## config.mk

```make
export PLATFORM = sky130hd
export DESIGN_NAME = candidate_bank_reader_flat
export DESIGN_NICKNAME = d
export VERILOG_FILES = /design/src/rtl/candidate_bank_reader_if.sv /design/src/rtl/candidate_bank_reader.sv /design/src/flat_wrapper.sv
export SDC_FILE = /design/constraint.sdc
export NUM_CORES = 1
export LEC_CHECK = 0
export CAP_MARGIN = 15
export CORE_ASPECT_RATIO = 0.9
export CORE_MARGIN = 8
export CORE_UTILIZATION = 44
export CTS_BUF_LIST = sky130_fd_sc_hd__clkbuf_4 sky130_fd_sc_hd__clkbuf_8 sky130_fd_sc_hd__clkbuf_16
export DETAILED_ROUTE_END_ITERATION = 6
export PLACE_DENSITY = 0.91
export SLEW_MARGIN = 20
export SYNTH_ARGS = -nofsm -noshare
export SYNTH_HDL_FRONTEND = slang
export SYNTH_SLANG_ARGS = --single-unit
```

## constraint.sdc

```tcl
create_clock -name clk -period 2.3 [get_ports clk]
set_input_delay 0.46 -clock clk [delete_from_list [all_inputs] [get_ports clk]]
set_output_delay 0.46 -clock clk [all_outputs]
set_load 0.005 [all_outputs]
```

## src/rtl/candidate_bank_reader_if.sv

```systemverilog
// Bank read port plus candidate output stream between the reader (master) and its consumers (slave).
interface candidate_bank_reader_if #(
  parameter int WORD_WIDTH = 16
);
  logic [15:0]           mem_index;
  logic [WORD_WIDTH-1:0] mem_rd_data;
  logic [WORD_WIDTH-1:0] out_data;
  logic                  out_valid;
  logic                  out_ready;
  logic                  out_last;

  modport master (
    output mem_index, out_data, out_valid, out_last,
    input  mem_rd_data, out_ready
  );

  modport slave (
    input  mem_index, out_data, out_valid, out_last,
    output mem_rd_data, out_ready
  );
endinterface

```

## src/rtl/candidate_bank_reader.sv

```systemverilog
// Sweeps the candidate bank in 2-byte steps and streams big-endian words downstream.
// Optional argmax tracker enabled by defining CAND_ARGMAX_EN.
module candidate_bank_reader #(
  parameter int WORD_WIDTH = 16,
  parameter int MEM_DEPTH  = 16
) (
  input  logic                  clk,
  input  logic                  nrst,
  input  logic                  start,
  input  logic [3:0]            count,
  output logic                  busy,
  output logic                  done,
  output logic [2:0]            best_index,
  output logic [WORD_WIDTH-1:0] best_value,
  candidate_bank_reader_if.master bus
);

  // state | meaning
  // IDLE  | waiting for start
  // FETCH | capture bank word into out_data
  // SEND  | hold word until downstream accepts it
  // DONE  | one-cycle end-of-sweep pulse
  typedef enum logic [1:0] {IDLE, FETCH, SEND, DONE} state_t;

  localparam logic [3:0] MAX_WORDS = 4'(MEM_DEPTH / 2);

  state_t     state, state_next;
  logic [3:0] eff;
  logic [2:0] word_cnt;
  logic       load, fetch, hs;

  always_ff @(posedge clk) begin
    if (!nrst) state <= IDLE;
    else       state <= state_next;
  end

  always_comb begin
    state_next = state;
    load       = 1'b0;
    fetch      = 1'b0;
    hs         = 1'b0;
    busy       = (state != IDLE);
    done       = 1'b0;
    case (state)
      IDLE: begin
        if (start) begin
          load       = 1'b1;
          state_next = (count == 4'd0) ? DONE : FETCH;
        end
      end
      FETCH: begin
        fetch      = 1'b1;
        state_next = SEND;
      end
      SEND: begin
        if (bus.out_valid && bus.out_ready) begin
          hs         = 1'b1;
          state_next = bus.out_last ? DONE : FETCH;
        end
      end
      DONE: begin
        done       = 1'b1;
        state_next = IDLE;
      end
      default: state_next = IDLE;
    endcase
  end

  always_ff @(posedge clk) begin
    if (!nrst) begin
      eff           <= '0;
      word_cnt      <= '0;
      bus.mem_index <= '0;
      bus.out_data  <= '0;
      bus.out_valid <= 1'b0;
      bus.out_last  <= 1'b0;
    end else begin
      if (load) begin
        eff           <= (count > MAX_WORDS) ? MAX_WORDS : count;
        word_cnt      <= '0;
        bus.mem_index <= '0;
      end
      if (fetch) begin
        bus.out_data  <= bus.mem_rd_data;
        bus.out_valid <= 1'b1;
        bus.out_last  <= ({1'b0, word_cnt} == eff - 4'd1);
      end
      if (hs) begin
        bus.out_valid <= 1'b0;
        bus.out_last  <= 1'b0;
        // Index only advances when another word follows, so it never passes the last entry.
        if (!bus.out_last) begin
          word_cnt      <= word_cnt + 3'd1;
          bus.mem_index <= bus.mem_index + 16'd2;
        end
      end
    end
  end

`ifdef CAND_ARGMAX_EN
  always_ff @(posedge clk) begin
    if (!nrst || load) begin
      best_index <= '0;
      best_value <= '0;
    end else if (hs && (bus.out_data > best_value)) begin
      // Strict compare keeps the earliest index on ties.
      best_index <= word_cnt;
      best_value <= bus.out_data;
    end
  end
`else
  assign best_index = '0;
  assign best_value = '0;
`endif

endmodule

```

## src/flat_wrapper.sv

```systemverilog
// flat-port wrapper written by rule: the top's interface ports become plain ports
module candidate_bank_reader_flat 
#(
  parameter int WORD_WIDTH = 16,
  parameter int MEM_DEPTH  = 16
)
  (clk, nrst, start, count, busy, done, best_index, best_value, bus_mem_index, bus_out_data, bus_out_valid, bus_out_last, bus_mem_rd_data, bus_out_ready);
  candidate_bank_reader_if #(.WORD_WIDTH(WORD_WIDTH)) bus_i ();
  input  logic clk;
  input  logic nrst;
  input  logic start;
  input  logic [3:0] count;
  output logic busy;
  output logic done;
  output logic [2:0] best_index;
  output logic [WORD_WIDTH-1:0] best_value;
  output wire logic [$bits(bus_i.mem_index)-1:0] bus_mem_index;
  output wire logic [$bits(bus_i.out_data)-1:0] bus_out_data;
  output wire logic [$bits(bus_i.out_valid)-1:0] bus_out_valid;
  output wire logic [$bits(bus_i.out_last)-1:0] bus_out_last;
  input wire logic [$bits(bus_i.mem_rd_data)-1:0] bus_mem_rd_data;
  input wire logic [$bits(bus_i.out_ready)-1:0] bus_out_ready;
  assign bus_mem_index = bus_i.mem_index;
  assign bus_out_data = bus_i.out_data;
  assign bus_out_valid = bus_i.out_valid;
  assign bus_out_last = bus_i.out_last;
  assign bus_i.mem_rd_data = bus_mem_rd_data;
  assign bus_i.out_ready = bus_out_ready;
  candidate_bank_reader #(.WORD_WIDTH(WORD_WIDTH), .MEM_DEPTH(MEM_DEPTH)) u_core (.clk(clk), .nrst(nrst), .start(start), .count(count), .busy(busy), .done(done), .best_index(best_index), .best_value(best_value), .bus(bus_i));
endmodule
```

==> summary.txt <==
Run status
  • Status: completed

Run
  • Maxcap violations: 0

Floorplanning
  • Area of the core: about 4500 um^2
  • Row count: 23
  • Ports: 79
  • Die H: ~81 um
  • Initial Utilization: 0.462
  • Die boundary width: 88.6 um
  • Die Footprint: between 7000 and 8000 um^2

Cells and area
  • Fillers: 389
  • ANT cells: 0
  • Multi-input gate area: 1060 um^2
  • Nets: 333
  • Fraction of layout cells with a size suffix above 1: 0.0586
  • Synthesis-to-finish area growth: 31.7%
  • Register area: about 860 um^2

Pwr
  • Leak: roughly 1.0 nW
  • Max IR drop VDD: between 0.2 and 0.3 mV
  • P per Cell Area: 526 nW/um^2

GRT
  • Vias in the first global route: 1768
  • First-pass GRT wire length: between 8000 and 9000 um
  • Largest net degree at the start of global routing: 24
  • Initial antenna violation count: 0
  • Gr ovfl total: 0
  • Total track usage: 0.143

Placed design
  • RD Place Congestion: 0.862
  • HPWL Detailed: slightly below 4000 um
  • Port buffer count: 59

CTS
  • CTS resizes: 0
  • Clk slew on worst S/H paths: 0.08 ns
  • CTS tree: built
  • CTS Hold Bufs: 0
  • CTS buffer count: 5
  • H-tree depth: 2
  • Postcts setup bufs: 0
  • CTS root buf: clkbuf_8
  • Clock Sinks: 43
  • Worst skew pair latency: 0.30 ns
  • Clk buf depth: 2

Drt
  • Antenna Violating Nets Remaining: 0
  • Residual DRC: 0
  • Routed WL per cell: ~14 um
  • Iteration-0 DRC Markers: roughly 100
  • Vias: 1791
  • Post-Route WL: 5070 um
  • Pre-antenna DRT Iters: 4
  • Vias/cell: 4.85

STA
  • Min cycle time layout: 2.03 ns
  • Fmax: slightly below 0.5 GHz
  • Fin Setup TNS: 0 ns
  • Pins over their slew limit: 0
  • Hold Vio Cnt, Final: 0
  • Setup-failing EPs final: 0
  • Worst Tran Pin Value: 0.618 ns
  • RSZ-0062 raised after global routing: no
  • Worst rel slew slack: 0.587
  • Layout Skew: 0.00739 ns
  • Fin crit share: 0.883
  • Final hold slack: 0.462 ns

Critical path
  • Crit-path cells: or2_2 > clkdlybuf4s50_1
  • Critical path's largest stage delay: 0.56 ns
  • WP buf/inv: 1
  • CP top delay family: flip-flops
  • Worst Path Max Fanout: 11
  • Setup crit start kind: register
  • WS Path Type: register to primary output
  • CP Capture Type: primary output
  • Slowest-stage cell, CP: dfxtp_1
  • CP arrival: between 1.5 and 2 ns
  • CP required: 1.84 ns

Synth
  • YS warnings: 0
  • Post-synth EDFFs: 0
  • Post-synthesis sequential area ratio: 0.412
  • Top FF cell, synth: dfxtp_1
  • Cell area after synthesis: 2090 um^2
  • Mean area per synthesized cell: 8.45 um^2
  • #FFs+latches synth: 43
  • Synthesized instance count: between 200 and 250
  • Asr flop ratio synth: 0
  • Yosys cell types: 43

Hold path
  • Hold WC Path Type: register to register
worst paths after layout:
kind / slack [ns] / start / cells past startpoint / to
worst max-delay path: 0.27 / u_core.state[1] / 2 / busy
worst min-delay path: 0.46 / u_core.bus.out_data[14] / 2 / u_core.bus.out_data[14]
worst max register to register: 0.50 / u_core.bus.mem_index[1] / 5 / u_core.bus.mem_index[15]
worst min register to register: 0.46 / u_core.bus.out_data[14] / 2 / u_core.bus.out_data[14]
flip-flops by register name, summed over array words and instances (netlist names):
register	cells
u_core.bus.mem_index	16
u_core.state	2
u_core.word_cnt	3
u_core.bus.out_data	16
u_core.bus.out_valid	1
u_core.eff	4
u_core.bus.out_last	1
tightest hold or removal path: cells and delay by family (launching register included):
family	cells	cell delay [ns]
and+or+nand+nor	1	0.05
AOI/OAI and AO/OA	1	0.06
DFF	1	0.31
cells by family (layout without fill, tap and decap cells):
family          after synthesis  after routing  synth area share
xor+xnor                     12             12            0.0504
buf+inv                      40             82             0.112
simple gates                106            106             0.262
compound gates               38             38             0.124
fa+ha+maj                     3              3            0.0180
flops                        43             43             0.412
other cells                   1             19           0.00180
mux                           4              4            0.0192
power by group:
| group | internal [W] | switching (W) |
|---|---|---|
| Sequential | 0.000767 | 0.0000221 |
| Combinational | 0.000106 | 0.0000890 |
| Clock | 0.000208 | 0.000254 |
| Total | 0.00108 | 0.000365 |
layout by cell type (no fill, tap or decap), drive strengths merged, types with 3 or more instances in the layout:
master and instances:
mux2i 4, nand2 46, o21ai 5, and3 3
nor2 14, nand2b 3, nor3 4, a21oi 5
clkinv 3, clkbuf 5, nor4 3, and2 4
xor2 4, conb 19, nand4 5, xnor2 8
ha 3, inv 10, buf 5, a21boi 20
nand3b 3, or3 4, clkdlybuf4s50 59, dfxtp 43
nand3 4
metal layers:
metal  vias up  share of wire  GRT usage  wire length [um]
li1        910              -          -                 -
met1       833           0.42      0.159              2110
met2        46           0.50      0.255              2530
met3         2          0.079     0.0464               403
met4         0         0.0063     0.0422                32
met5         -              0          0                 0
area by class of cell:
class                      instances  area share
clock buffer                       5      0.0250
clock inverter                     3     0.00546
inverter                          10      0.0137
multi-input combinational        182       0.386
sequential                        43       0.313
tap                               62      0.0282
timing repair buffer              64       0.229
metrics by stage:
stage,std cells,instance area [um^2],worst slack [ns],util,power [W]
2_1_floorplan,265,2150,0.648,-,0.000919
3_3_place_gp,361,2660,0.111,0.590,0.000992
3_5_place_dp,361,2660,0.0792,0.590,0.000999
4_1_cts,369,2750,0.259,0.608,0.00146
5_1_grt,369,2750,0.185,0.608,0.00151
6_report,369,2750,0.269,0.608,0.00144
Yosys cell counts (2+ instances only):
| cell | number | area share |
|---|---|---|
| a21boi_0 | 20 | 0.072 |
| a21oi_1 | 5 | 0.012 |
| a31oi_1 | 2 | 0.0060 |
| and2_1 | 4 | 0.012 |
| and3_1 | 3 | 0.0090 |
| buf_4 | 20 | 0.072 |
| clkbuf_1 | 8 | 0.014 |
| dfxtp_1 | 43 | 0.41 |
| ha_1 | 3 | 0.018 |
| inv_1 | 10 | 0.018 |
| mux2i_1 | 4 | 0.019 |
| nand2_1 | 46 | 0.083 |
| nand2b_1 | 3 | 0.0090 |
| nand3_1 | 4 | 0.0096 |
| nand3b_1 | 3 | 0.011 |
| nand4_1 | 5 | 0.015 |
| nor2_1 | 14 | 0.025 |
| nor3_1 | 4 | 0.0096 |
| nor4_1 | 3 | 0.0090 |
| o21ai_0 | 5 | 0.012 |
| o31ai_1 | 2 | 0.0072 |
| or2_2 | 2 | 0.0060 |
| or3_1 | 3 | 0.0090 |
| or4_1 | 2 | 0.0072 |
| xnor2_1 | 8 | 0.034 |
| xor2_1 | 4 | 0.017 |
(Power assumes the default switching activity.)
